## config.mk

```make
export PLATFORM = sky130hd
export DESIGN_NAME = axis_pkt_arbiter
export DESIGN_NICKNAME = d
export VERILOG_FILES = /design/src/rtl/softmax_axis_pkg.sv /design/src/rtl/axis_out_reg.sv /design/src/rtl/axis_pkt_arbiter.sv
export SDC_FILE = /design/constraint.sdc
export NUM_CORES = 1
export LEC_CHECK = 0
export BUFFER_PORTS_ARGS = -buffer_cell sky130_fd_sc_hd__buf_4
export CAP_MARGIN = 25
export CORE_AREA = 2 2 168 170
export DETAILED_ROUTE_END_ITERATION = 8
export DIE_AREA = 0 0 170 172
export GPL_TIMING_DRIVEN = 0
export PLACE_DENSITY_LB_ADDON = 0.2
export SETUP_SLACK_MARGIN = 0.1
export SKIP_CTS_REPAIR_TIMING = 1
export SLEW_MARGIN = 20
export SYNTH_ARGS = -nofsm -noshare
export SYNTH_HDL_FRONTEND = slang
export SYNTH_SLANG_ARGS = --single-unit
```

## constraint.sdc

```tcl
create_clock -name clk -period 2.5 [get_ports clk]
set_input_delay 0 -clock clk [delete_from_list [all_inputs] [get_ports clk]]
set_output_delay 0 -clock clk [all_outputs]
set_load 0.05 [all_outputs]
```

## src/rtl/softmax_axis_pkg.sv

```systemverilog
// Shared types and constants for the softmax S2MM stream arbiter.
package softmax_axis_pkg;

  localparam int DEF_DATA_W = 128;

  typedef enum logic [1:0] {
    IDLE = 2'd0,
    GNT0 = 2'd1,
    GNT1 = 2'd2
  } arb_state_t;

  localparam logic PORT_SMAX = 1'b0;
  localparam logic PORT_PASS = 1'b1;

endpackage

```

## src/rtl/axis_out_reg.sv

```systemverilog
// Single-stage AXI-Stream output register; a new load takes priority over a drain.
module axis_out_reg #(
  parameter int DATA_W = 128
) (
  input  logic              clk,
  input  logic              rstn,
  input  logic              load_i,
  input  logic [DATA_W-1:0] data_i,
  input  logic              last_i,
  input  logic              id_i,
  input  logic              m_tready_i,
  output logic              m_tvalid_o,
  output logic [DATA_W-1:0] m_tdata_o,
  output logic              m_tlast_o,
  output logic              m_tid_o
);

  logic              tvalid_q, tvalid_d;
  logic [DATA_W-1:0] tdata_q, tdata_d;
  logic              tlast_q, tlast_d;
  logic              tid_q, tid_d;

  always_comb begin
    tvalid_d = tvalid_q;
    tdata_d  = tdata_q;
    tlast_d  = tlast_q;
    tid_d    = tid_q;
    if (load_i) begin
      tvalid_d = 1'b1;
      tdata_d  = data_i;
      tlast_d  = last_i;
      tid_d    = id_i;
    end else if (tvalid_q && m_tready_i) begin
      tvalid_d = 1'b0;
    end
  end

  always_ff @(posedge clk) begin
    if (!rstn) begin
      tvalid_q <= 1'b0;
      tdata_q  <= '0;
      tlast_q  <= 1'b0;
      tid_q    <= 1'b0;
    end else begin
      tvalid_q <= tvalid_d;
      tdata_q  <= tdata_d;
      tlast_q  <= tlast_d;
      tid_q    <= tid_d;
    end
  end

  assign m_tvalid_o = tvalid_q;
  assign m_tdata_o  = tdata_q;
  assign m_tlast_o  = tlast_q;
  assign m_tid_o    = tid_q;

endmodule

```

## src/rtl/axis_pkt_arbiter.sv

```systemverilog
// Packet-granular round-robin arbiter sharing the S2MM stream between the
// softmax result path (port 0) and the pass-through path (port 1).
module axis_pkt_arbiter
  import softmax_axis_pkg::*;
#(
  parameter int DATA_W = DEF_DATA_W,
  parameter int CNT_W  = 16
) (
  input  logic              clk,
  input  logic              rstn,
  input  logic [DATA_W-1:0] s0_axis_tdata,
  input  logic              s0_axis_tvalid,
  input  logic              s0_axis_tlast,
  output logic              s0_axis_tready,
  input  logic [DATA_W-1:0] s1_axis_tdata,
  input  logic              s1_axis_tvalid,
  input  logic              s1_axis_tlast,
  output logic              s1_axis_tready,
  output logic [DATA_W-1:0] m_axis_s2mm_tdata,
  output logic              m_axis_s2mm_tvalid,
  output logic              m_axis_s2mm_tlast,
  output logic              m_axis_s2mm_tid,
  input  logic              m_axis_s2mm_tready,
  output logic              busy,
  output logic [CNT_W-1:0]  pkt_cnt0,
  output logic [CNT_W-1:0]  pkt_cnt1
);

  arb_state_t        state_q, state_d;
  logic              last_q, last_d;
  logic [CNT_W-1:0]  cnt0_q, cnt0_d;
  logic [CNT_W-1:0]  cnt1_q, cnt1_d;
  logic              out_free;
  logic              acc;
  logic [DATA_W-1:0] sel_data;
  logic              sel_last;
  logic              sel_id;

  // Gating with rstn keeps both readies low while reset is held, even
  // before the first reset edge has cleared the state register.
  assign out_free       = !m_axis_s2mm_tvalid || m_axis_s2mm_tready;
  assign s0_axis_tready = rstn && (state_q == GNT0) && out_free;
  assign s1_axis_tready = rstn && (state_q == GNT1) && out_free;

  always_comb begin
    state_d  = state_q;
    last_d   = last_q;
    cnt0_d   = cnt0_q;
    cnt1_d   = cnt1_q;
    acc      = 1'b0;
    sel_data = s0_axis_tdata;
    sel_last = s0_axis_tlast;
    sel_id   = PORT_SMAX;
    unique case (state_q)
      IDLE: begin
        if (s0_axis_tvalid && s1_axis_tvalid) begin
          state_d = (last_q == PORT_SMAX) ? GNT1 : GNT0;
        end else if (s0_axis_tvalid) begin
          state_d = GNT0;
        end else if (s1_axis_tvalid) begin
          state_d = GNT1;
        end
      end
      GNT0: begin
        acc = s0_axis_tvalid && s0_axis_tready;
        if (acc && s0_axis_tlast) begin
          state_d = IDLE;
          last_d  = PORT_SMAX;
          cnt0_d  = cnt0_q + 1'b1;
        end
      end
      GNT1: begin
        sel_data = s1_axis_tdata;
        sel_last = s1_axis_tlast;
        sel_id   = PORT_PASS;
        acc      = s1_axis_tvalid && s1_axis_tready;
        if (acc && s1_axis_tlast) begin
          state_d = IDLE;
          last_d  = PORT_PASS;
          cnt1_d  = cnt1_q + 1'b1;
        end
      end
      default: state_d = IDLE;
    endcase
  end

  always_ff @(posedge clk) begin
    if (!rstn) begin
      state_q <= IDLE;
      last_q  <= PORT_PASS;
      cnt0_q  <= '0;
      cnt1_q  <= '0;
    end else begin
      state_q <= state_d;
      last_q  <= last_d;
      cnt0_q  <= cnt0_d;
      cnt1_q  <= cnt1_d;
    end
  end

  axis_out_reg #(
    .DATA_W(DATA_W)
  ) u_out_reg (
    .clk       (clk),
    .rstn      (rstn),
    .load_i    (acc),
    .data_i    (sel_data),
    .last_i    (sel_last),
    .id_i      (sel_id),
    .m_tready_i(m_axis_s2mm_tready),
    .m_tvalid_o(m_axis_s2mm_tvalid),
    .m_tdata_o (m_axis_s2mm_tdata),
    .m_tlast_o (m_axis_s2mm_tlast),
    .m_tid_o   (m_axis_s2mm_tid)
  );

  assign busy     = (state_q != IDLE);
  assign pkt_cnt0 = cnt0_q;
  assign pkt_cnt1 = cnt1_q;

endmodule

```

==> reports/qor.yml, run 1 <==
outcome:
  status: "complete, but fails checks"
  violations: "negative hold slack"
clock_tree:
  numClockSinks: 166
  clock_latency_ns: 0.43
  cts_buffers: 17
  cts-htree-levels: 4
  cts_tree: "built"
  clock-root-buffer: "clkbuf_16"
  path_clk_slew_ns: 0.07
  cts.path.max_buffers: 2
sta:
  finalCritPeriodShare_pct: 89.5
  drv_slew: 0
  fmax_mhz: 447
  slew-limit-headroom_pct: 40.7
  setup_viol: 0
  skew_ns: 0.00861
  layout_min_cycle_time_ns: 2.24
  hold_viol_final: 8
  tightest_slew_ns: 0.889
  whs_ns: -0.0379
  setup_tns_ns: 0
  rsz0062_at_grt: "no"
global_route:
  grt_max_degree: 17
  grt-ovfl-total: 0
  antenna_found_initial: 0
  grt_pass1_wl_mm: 41.8
  grt_use_met3_pct: 4.60
  grt_util_all_layers_pct: 18.7
  met1_usage_pct: 23.4
  grt_pass1_vias: 7260
  use_met2_pct: 32.1
  grt_busiest_layer: "met2"
drt:
  viasPerCell: 4.77
  drc: 0
  vias: 8542
  drt_wl_total_mm: 31.7
  postRouteAntennaNets: 0
  wl_per_cell_um: 17.7
  drtPass1Iterations: 4
  drt-initial-drc-count: 357
worst_setup_path:
  path_max_fanout: 10
  path_class: "reg -> out"
  path_delay_family: "buffers and inverters"
  path_buf_inv: 5
  required_ns: 2.50
  cp_slowest_cell: "dfxtp_1"
  end_kind: "output port"
  arrival_ns: 2.24
  crit_chain: "inv_1 -> ha_1 -> buf_2 -> buf_6 -> clkbuf_4 -> and3_1 -> buf_4"
  max_stage_delay_ns: 0.33
  start_kind: "flip-flop"
finish:
  layout.nets: 1701
  finalNonFillerCells: 1792
  layout-drive-gt1-share_pct: 34.7
  syn2layout_area_growth_pct: 84.3
  diodes: 0
  fin_util_pct: 49.8
floorplan:
  die_x_um: 170
  dieHeight_um: 172
  initial_core_util_pct: 27.0
  die_area_sq_um: 29200
  top_level_ports: 429
  rows: 61
  core_area_sq_um: 27500
yosys:
  syn-cell-area_sq_um: 7420
  synth-warning-count: 0
  yosys-top-cells-area: "dfxtp_1, mux2i_1, a211oi_1"
  synth-seq-cells: 166
  syn_inst: 783
  synth_area_per_cell_sq_um: 9.48
  synth_top_area_cell: "dfxtp_1"
  synth.top_cell.area_share_pct: 44.8
  synth.net_count: 1051
  ys_types: 35
  synth-seq-area-share_pct: 44.8
place:
  place_inst: 1556
  gp_congestion: 0.779
  port_buffers: 427
  dpl.hpwl_mm: 22.4
power_and_ir_drop:
  pwr_density_cell_nw_per_um2: 615
  p_leak_nw: 5.65
  peakVddDrop_mv: 0.374
run:
  cap_violations: 0
worst_hold_path:
  hold_class: "in -> reg"
synthesized netlist by cell type:
cell,count
nand2_1,11
nand2b_1,1
o31ai_1,11
a21oi_1,22
nor3b_1,1
a211oi_1,129
nand3_1,10
nor2_1,140
buf_4,9
inv_2,1
o21ai_0,11
nand4_4,1
xnor2_1,1
a221oi_1,1
o32a_1,1
buf_6,1
inv_1,8
a22o_1,1
buf_2,23
nand4_1,11
and4_1,6
o211ai_1,1
ha_1,5
or4_1,10
or3_1,11
buf_1,1
and4_4,1
or2_2,2
and2_1,3
mux2i_1,134
a2bb2oi_1,1
clkbuf_1,35
dfxtp_1,166
and3_1,5
xor2_1,8
cells in the final DEF, fill, tap and decap left out, types with 2 or more instances in the layout:
cell type / Yosys / routed
and3_1: 5 / 5
inv_1: 8 / 8
or2_2: 2 / 2
ha_1: 5 / 5
clkbuf_1: 35 / 31
or4_1: 10 / 10
or3_1: 11 / 11
buf_2: 23 / 21
mux2i_1: 134 / 134
a21oi_1: 22 / 22
o31ai_1: 11 / 11
clkbuf_16: 0 / 17
inv_8: 0 / 2
buf_4: 9 / 436
nand3_1: 10 / 10
nand4_1: 11 / 11
xor2_1: 8 / 8
dlygate4sd3_1: 0 / 204
o21ai_0: 11 / 11
nand2_1: 11 / 11
nor2_1: 140 / 140
clkbuf_2: 0 / 6
clkinv_4: 0 / 4
buf_6: 1 / 2
inv_6: 0 / 5
and2_1: 3 / 3
dfxtp_1: 166 / 166
a211oi_1: 129 / 129
and4_1: 6 / 6
worst register-to-register path, cell delays in order (launching register included):
cell,delay [ns]
dfxtp_1,0.33
inv_1,0.07
ha_1,0.25
a22o_1,0.17
and4_1,0.20
buf_2,0.18
buf_2,0.31
clkbuf_1,0.41
a211oi_1,0.13
sequential cells by signal, indices dropped and copies added, names as in the netlist:
| signal | count |
|---|---|
| pkt_cnt1 | 16 |
| pkt_cnt0 | 16 |
| u_out_reg.m_tvalid_o | 1 |
| last_q | 1 |
| u_out_reg.m_tlast_o | 1 |
| u_out_reg.m_tid_o | 1 |
| u_out_reg.m_tdata_o | 128 |
| state_q | 2 |
per-layer routing:
metal / vias to the layer above / wire [um]
met1: 3986 / 13000
li1: 4180 / -
met4: 0 / 850
met3: 62 / 1750
met5: - / 0
met2: 314 / 16000
where the power goes:
part / internal [mW] / switching (mW)
clock: 1.33 / 1.21
sequential: 2.81 / 0.0926
combinational: 1.28 / 1.68
final timing paths:
check / start / end / slack [ns] / cells past startpoint
min: s1_axis_tdata[41] / u_out_reg.m_tdata_o[41]$_SDFFE_PN0P_ / -0.04 / 3
max reg2reg: state_q[1]$_SDFFE_PN0P_ / u_out_reg.m_tdata_o[32]$_SDFFE_PN0P_ / 0.30 / 8
min reg2reg: pkt_cnt1[15]$_SDFFE_PN0P_ / pkt_cnt1[15]$_SDFFE_PN0P_ / 0.48 / 2
max: state_q[0]$_SDFFE_PN0P_ / s1_axis_tready / 0.26 / 7
final cells by class:
type | count | area (sq um)
Fill cell | 2571 | 13800
Clock inverter | 13 | 114
Inverter | 9 | 33.8
Timing Repair Buffer | 631 | 5250
Sequential cell | 166 | 3320
Buffer | 69 | 345
Clock buffer | 19 | 443
Multi-Input combinational cell | 539 | 3730
Tap cell | 346 | 433
through the flow:
stage	power (mW)	instance area, sq um	setup slack, ns
global placement	5.64	11100	0.0178
CTS	8.22	11600	-0.131
global route	8.79	13700	0.106
detailed placement	5.65	11100	-0.0326
finish	8.41	13700	0.262
floorplan	4.66	7420	0.464
cell families after synthesis:
kind of cell	after synthesis	synth area share (%)
buffers and inverters	78	4.89
muxes	134	18.1
and+or+nand+nor	213	13.4
adders and majority gates	5	0.843
xor gates and xnor gates	9	1.06
AOI/OAI and AO/OA	178	17.0
DFF	166	44.8
Note: power is estimated with default switching activity, not from simulation.
==> run 2, diff against run 1 <==
--- a/config.mk
+++ b/config.mk
@@ -5,7 +5,7 @@
 export SDC_FILE = /design/constraint.sdc
 export NUM_CORES = 1
 export LEC_CHECK = 0
-export BUFFER_PORTS_ARGS = -buffer_cell sky130_fd_sc_hd__buf_4
+export BUFFER_PORTS_ARGS = -buffer_cell sky130_fd_sc_hd__buf_2
 export CAP_MARGIN = 25
 export CORE_AREA = 2 2 168 170
 export DETAILED_ROUTE_END_ITERATION = 8
==> run 2 against run 1 <==
The flow still finishes with violations (negative hold slack). Via count shrank 1.1%. Total power shrank 1.7%. Non-clock buffer count shrank 9. Flip-flop and latch count is the same. Global-route usage shrank 0.57 points. Hold slack lost 0.0072 ns. Clock skew grew 0.0057 ns. Clock power grew 4%. Sequential share of layout area grew 2.2 points. Wire length shrank 2.5%. Utilization shrank 4.1 points. Highest routed layer unchanged.
==> reports/qor.yml, run 2 (synthesis results as in run 1) <==
outcome:
  status: "complete, but fails checks"
  violations: "negative hold slack"
place:
  port_buffers: 427  # unchanged
  dpl.hpwl_mm: 21.5  # -4.2%
  post-place-ws_ns: 0.0534  # +0.0860 ns
  gp_congestion: 0.780  # +0.19%
global_route:
  antenna_found_initial: 0  # unchanged
  grt-ovfl-total: 0  # unchanged
  grt_max_degree: 17  # unchanged
  grt_pass1_vias: 7073  # -2.6%
  grt_pass1_wl_mm: 40.6  # -3.0%
  grt_util_all_layers_pct: 18.2  # -0.57 points
power_and_ir_drop:
  pwr_density_cell_nw_per_um2: 659  # +7.2%
  peakVddDrop_mv: 0.372  # -0.40%
  p_leak_nw: 5.40  # -4.3%
sta:
  hold_viol_final: 10  # +2
  fmax_mhz: 434  # -2.9%
  finalCritPeriodShare_pct: 92.2  # +2.7 points
  rsz0062_at_grt: "yes"
  setup_tns_ns: 0  # unchanged
  skew_ns: 0.0143  # +0.00568 ns
  slew-limit-headroom_pct: 39.4  # -1.3 points
  whs_ns: -0.0452  # -0.00724 ns
  drv_slew: 0  # unchanged
  tightest_slew_ns: 0.909  # +0.0197 ns
  setup_viol: 0  # unchanged
  layout_min_cycle_time_ns: 2.30  # +0.0672 ns
  fin_ws_ns: 0.195  # -0.0672 ns
clock_tree:
  clock-root-buffer: "clkbuf_16"
  cts_tree: "built"
  cts.path.max_buffers: 2  # unchanged
  cts-htree-levels: 4  # unchanged
  numClockSinks: 166  # unchanged
  cts_buffers: 17  # unchanged
  path_clk_slew_ns: 0.06  # about the same
  clock_latency_ns: 0.43  # about the same
worst_setup_path:
  end_kind: "output port"
  reg2reg_slack_ns: 0.32  # +0.02 ns
  crit_chain: "inv_1 -> ha_1 -> buf_2 -> buf_4 -> clkbuf_4 -> and3_1 -> buf_2"
  max_stage_delay_ns: 0.33  # about the same
  timing.rr.end: "u_out_reg.m_tdata_o[111]$_SDFFE_PN0P_"
  r2r_cells: 8  # unchanged
  required_ns: 2.50  # about the same
  path_max_fanout: 10  # unchanged
  timing.rr.start: "state_q[1]$_SDFFE_PN0P_"
  arrival_ns: 2.30  # +0.06 ns
  start_kind: "flip-flop"
  cp_slowest_cell: "dfxtp_1"
  path_class: "reg -> out"
  cp_common_cell: "buf_2"
finish:
  layout_common_cells: "buf_2, dlygate4sd3_1, dfxtp_1"
  layout.nets: 1692  # -0.53%
  diodes: 0  # unchanged
  final_common_cell: "buf_2"
  largest_reg_flops: 128  # unchanged
  syn2layout_area_growth_pct: 68.9
  layout-drive-gt1-share_pct: 34.9  # +0.17 points
drt:
  drt-initial-drc-count: 381  # +6.7%
  wl_per_cell_um: 17.3  # -1.9%
  viasPerCell: 4.74  # -0.56%
  drt_wl_total_mm: 30.9  # -2.5%
  postRouteAntennaNets: 0  # unchanged
  vias: 8447  # -1.1%
  drc: 0  # unchanged
  drtPass1Iterations: 5  # +1
floorplan:
  rows: 61  # unchanged
  top_level_ports: 429  # unchanged
  die_x_um: 170  # unchanged
  core_area_sq_um: 27500  # unchanged
  die_area_sq_um: 29200  # unchanged
  initial_core_util_pct: 27.0  # unchanged
  dieHeight_um: 172  # unchanged
worst_hold_path:
  min_from: "s0_axis_tdata[5]"
  whs_path_depth: 3  # unchanged
  hold_class: "in -> reg"
  hold_end: "u_out_reg.m_tdata_o[5]$_SDFFE_PN0P_"
run:
  cap_violations: 0  # unchanged
[run 2: changes by cell type in the layout (fill, tap and decap cells not counted), sizes merged]
| cell | previous run | this run |
|---|---|---|
| clkbuf | 56 | 57 |
| clkinv | 5 | 3 |
| bufinv | 0 | 2 |
| dlygate4sd3 | 204 | 195 |
| buf | 459 | 458 |
| clkinvlp | 1 | 3 |
| inv | 16 | 13 |
[run 2: per-layer routing]
| metal | track usage [%] | vias to the layer above | wire length, um | share of wire (%) |
|---|---|---|---|---|
| met3 | 4.33 | 57 | 1680 | 5.4 |
| met2 | 31.7 | 324 | 15400 | 50 |
| met1 | 22.6 | 3915 | 13000 | 42 |
| met4 | 4.31 | 0 | 805 | 2.6 |
| met5 | 0 | - | 0 | 0 |
| li1 | - | 4151 | - | - |
[run 2: final cells by class]
class                   instances  area (sq um)
fillers                      2694         14900
repair buffers                622          4090
multi-input cells             539          3730
flip-flops and latches        166          3320
clock buffers                  19           433
well taps                     346           433
plain buffers                  69           345
clock inverters                12           144
inverters                       9          33.8
[run 2: worst max-delay path, delay by kind of cell (launching register included)]
family	cells	cell delay, ns
flops	1	0.33
fa+ha+maj	1	0.16
buf+inv	5	1.20
simple gates	1	0.20
[run 2: worst max-delay path by stage]
stage	start	to	slack, ns	cells after the start
floorplan	pkt_cnt0[3]$_SDFFE_PN0P_	pkt_cnt0[13]$_SDFFE_PN0P_	0.46	5
global placement	state_q[0]$_SDFFE_PN0P_	u_out_reg.m_tdata_o[116]$_SDFFE_PN0P_	0.06	6
detailed placement	state_q[0]$_SDFFE_PN0P_	u_out_reg.m_tdata_o[116]$_SDFFE_PN0P_	0.05	6
CTS	state_q[0]$_SDFFE_PN0P_	s1_axis_tready	-0.15	7
global route	state_q[0]$_SDFFE_PN0P_	s1_axis_tready	0.02	7
finish	state_q[0]$_SDFFE_PN0P_	s1_axis_tready	0.20	7
[run 2: power breakdown]
group          internal, mW  switching (mW)  leakage, nW
combinational          1.06            1.65         3.79
sequential             2.81          0.0840         1.34
clock                  1.49            1.17        0.271
[run 2: stage by stage]
stage / util, % / instance area (sq um) / power (mW) / cells / hold WS (ns)
after CTS: 38.5 / 10600 / 8.11 / 1587 / -0.115
final: 45.6 / 12500 / 8.26 / 1782 / -0.0452
after detailed placement: 36.4 / 9990 / 5.43 / 1556 / 0.349
after global placement: 36.4 / 9990 / 5.42 / 1556 / 0.347
after global routing: 45.6 / 12500 / 8.65 / 1782 / -0.0181
after floorplan: - / 7420 / 4.66 / 783 / 0.234
==> run 3, diff against run 2 <==
--- a/config.mk
+++ b/config.mk
@@ -5,11 +5,12 @@
 export SDC_FILE = /design/constraint.sdc
 export NUM_CORES = 1
 export LEC_CHECK = 0
+export ABC_AREA = 1
 export BUFFER_PORTS_ARGS = -buffer_cell sky130_fd_sc_hd__buf_2
 export CAP_MARGIN = 25
-export CORE_AREA = 2 2 168 170
+export CORE_AREA = 3 3 166 168
 export DETAILED_ROUTE_END_ITERATION = 8
-export DIE_AREA = 0 0 170 172
+export DIE_AREA = 0 0 169 171
 export GPL_TIMING_DRIVEN = 0
 export PLACE_DENSITY_LB_ADDON = 0.2
 export SETUP_SLACK_MARGIN = 0.1
==> constraint.sdc (replaced) <==
create_clock -name clk -period 2.77 [get_ports clk]
set_input_delay 0 -clock clk [delete_from_list [all_inputs] [get_ports clk]]
set_output_delay 0 -clock clk [all_outputs]
set_load 0.05 [all_outputs]
==> run 3 against run 2 <==
The run still ends with negative hold slack left. Flip-flop and latch count stayed put. Wire length rose by 9.4%. Hold slack lost 0.014 ns. Sequential share of layout area decreased by 0.77 points. Register-to-register slack better by 0.03 ns.
==> reports/qor.yml, run 3 <==
floorplan:
  dieHeight_um: 171  # -0.58%
  die_area_sq_um: 28900  # -1.2%
  top_level_ports: 429  # unchanged
  die_x_um: 169  # -0.59%
  rows: 59  # -3.3%
  initial_core_util_pct: 30.5  # +3.5 points
  core_area_sq_um: 26100  # -5.2%
finish:
  layout_common_cells: "nand2_1, buf_2, nor2_1"
  final_common_cell: "nand2_1"
  layout.nets: 2160  # +28%
  fin_util_pct: 49.5  # +3.9 points
  finalNonFillerCells: 2241  # +26%
  fin_area_sq_um: 12900  # +3.0%
  syn2layout_area_growth_pct: 62.2
  largest_reg_flops: 128  # unchanged
  n_fill_cell: 2635  # -2.2%
  layout-drive-gt1-share_pct: 26.7  # -8.2 points
worst_setup_path:
  timing.rr.end: "u_out_reg.m_tdata_o[106]$_SDFFE_PN0P_"
  start_kind: "flip-flop"
  path_class: "reg -> reg"
  reg2reg_slack_ns: 0.35  # +0.03 ns
  path_max_fanout: 10  # unchanged
  arrival_ns: 2.78  # +0.48 ns
  end_kind: "flip-flop"
  startpoint: "state_q[0]$_SDFFE_PN0P_"
  r2r_cells: 9  # +1
  timing.rr.start: "state_q[0]$_SDFFE_PN0P_"
  cp-endpoint: "u_out_reg.m_tdata_o[106]$_SDFFE_PN0P_"
  required_ns: 3.12  # +0.62 ns
power_and_ir_drop:
  p_leak_nw: 6.56  # +21%
  seqPwrFrac_pct: 30.7  # -4.3 points
  peakVddDrop_mv: 0.354  # -4.9%
  internal-power_mw: 5.19  # -3.0%
  p_comb_share_pct: 42.8  # +10 points
  switching_power_mw: 3.85  # +32%
  clkPwrFrac_pct: 26.5  # -5.7 points
  swShare_pct: 42.6  # +7.4 points
  pwr_density_cell_nw_per_um2: 700  # +6.2%
  power_mw: 9.04  # +9.4%
sta:
  setup_viol: 0  # unchanged
  setup_tns_ns: 0  # unchanged
  fin_ws_ns: 0.346  # +0.151 ns
  fmax_mhz: 413
  hold_viol_final: 33  # +23
  skew_ns: 0.0114  # -0.00292 ns
  slew-limit-headroom_pct: 42.9  # +3.5 points
  tightest_slew_ns: 0.857  # -0.0522 ns
  drv_slew: 0  # unchanged
  rsz0062_at_grt: "no"
  whs_ns: -0.0594  # -0.0142 ns
  layout_min_cycle_time_ns: 2.42
  finalCritPeriodShare_pct: 87.5
yosys:
  synth_edf_count: 0  # unchanged
  synth-warning-count: 0  # unchanged
  synth.top_cell.area_share_pct: 41.7  # -3.0 points
  synthFlopType: "dfxtp_1"
  ys_types: 28  # -20%
  yosysMostFrequentCell: "nand2_1"
  syn_inst: 1266  # +62%
  synth.net_count: 1534  # +46%
  synth-seq-cells: 166  # unchanged
  synth-seq-area-share_pct: 41.7  # -3.0 points
  synth_common_cells: "nand2_1, nor2_1, dfxtp_1, o21ai_0, clkbuf_1"
  syn-cell-area_sq_um: 7960  # +7.3%
  yosys-top-cells-area: "dfxtp_1, nand2_1, nor2_1"
  ys_async_sr_fraction_pct: 0  # unchanged
  synth_top_area_cell: "dfxtp_1"
  synth_area_per_cell_sq_um: 6.29  # -34%
clock_tree:
  clock-root-buffer: "clkbuf_16"
  cts_tree: "built"
  clock_latency_ns: 0.42  # about the same
  cts.path.max_buffers: 2  # unchanged
  cts_buffers: 17  # unchanged
  numClockSinks: 166  # unchanged
  cts-htree-levels: 4  # unchanged
  path_clk_slew_ns: 0.07  # about the same
outcome:
  violations: "negative hold slack"
  status: "complete, but fails checks"
drt:
  wl_per_cell_um: 15.1  # -13%
  vias: 10202  # +21%
  drtPass1Iterations: 5  # unchanged
  postRouteAntennaNets: 0  # unchanged
  drt-initial-drc-count: 590  # +55%
  viasPerCell: 4.55  # -4.0%
  drt_wl_total_mm: 33.8  # +9.4%
  drc: 0  # unchanged
run:
  cap_violations: 0  # unchanged
global_route:
  grt_pass1_vias: 8509  # +20%
  grt_pass1_wl_mm: 45.7  # +13%
  antenna_found_initial: 1  # +1
  grt-ovfl-total: 0  # unchanged
  grt_max_degree: 17  # unchanged
  grt_util_all_layers_pct: 20.2  # +2.1 points
place:
  gp_congestion: 0.887  # +14%
  placed_cell_area_sq_um: 10500  # +5.3%
  place_inst: 2028  # +30%
  dpl.hpwl_mm: 24.5  # +14%
  port_buffers: 427  # unchanged
  post-place-ws_ns: 0.388  # +0.335 ns
worst_hold_path:
  hold_class: "in -> reg"
-- run 3: cell types whose count changed in the layout (fill, tap and decap cells not counted), moves of 25 or more --
| cell | change |
|---|---|
| nand2_1 | +450 |
| nor2_1 | +178 |
| mux2i_1 | -134 |
| a211oi_1 | -129 |
| o21ai_0 | +104 |
| inv_1 | +25 |
| o21ai_1 | +25 |
-- run 3: routing by layer --
metal  global-route usage [%]  part of all wire (%)
met5                        0                     0
met4                     4.13                   2.1
met3                     5.31                   6.9
met1                     24.3                    41
met2                     36.7                    50
-- run 3: worst min-delay path by stage --
| stage | start | end | cells past startpoint |
|---|---|---|---|
| after floorplan | s0_axis_tlast | u_out_reg.m_tlast_o$_SDFFE_PN0P_ | 4 |
| after detailed placement | s0_axis_tdata[45] | u_out_reg.m_tdata_o[45]$_SDFFE_PN0P_ | 5 |
| final | s1_axis_tdata[114] | u_out_reg.m_tdata_o[114]$_SDFFE_PN0P_ | 5 |
| after global routing | s1_axis_tdata[9] | u_out_reg.m_tdata_o[9]$_SDFFE_PN0P_ | 5 |
| after global placement | s0_axis_tdata[45] | u_out_reg.m_tdata_o[45]$_SDFFE_PN0P_ | 5 |
| after CTS | s0_axis_tdata[45] | u_out_reg.m_tdata_o[45]$_SDFFE_PN0P_ | 5 |
-- run 3: final cells by class --
class	instances	area (sq um)	share of cell area (%)
inverter	37	139	1.08
timing repair buffer	607	3940	30.5
clock inverter	12	141	1.10
tap	335	419	3.25
multi-input combinational	987	4090	31.7
antenna	1	2.50	0.0194
sequential	166	3320	25.7
clock buffer	20	447	3.46
buffer	76	410	3.18
-- run 3: power by group through the flow --
stage | Sequential, mW | Clock [mW] | Combinational (mW)
final | 2.77 | 2.40 | 3.87
after detailed placement | 2.83 | 0 | 3.60
after floorplan | 3.68 | 0 | 1.63
after global placement | 2.82 | 0 | 3.59
after CTS | 2.77 | 2.46 | 3.61
after global routing | 2.80 | 2.57 | 4.23
-- run 3: cell families (layout without fill, tap and decap cells) --
group	after synthesis	in the layout	share of synthesized area [%]
other	0	1	0
buffers and inverters	113	752	6.90
adders and majority gates	5	5	0.786
AOI/OAI and AO/OA	157	157	9.87
and+or+nand+nor	820	820	40.1
xor gates and xnor gates	5	5	0.550
DFF	166	166	41.7
-- run 3: critical path: stages (launching register included) --
cell,delay [ns]
dfxtp_1,0.31
inv_1,0.10
ha_1,0.14
buf_2,0.22
buf_2,0.41
clkbuf_1,0.70
nand2_1,0.11
nand2_1,0.16
o21ai_0,0.11
nor2_1,0.10
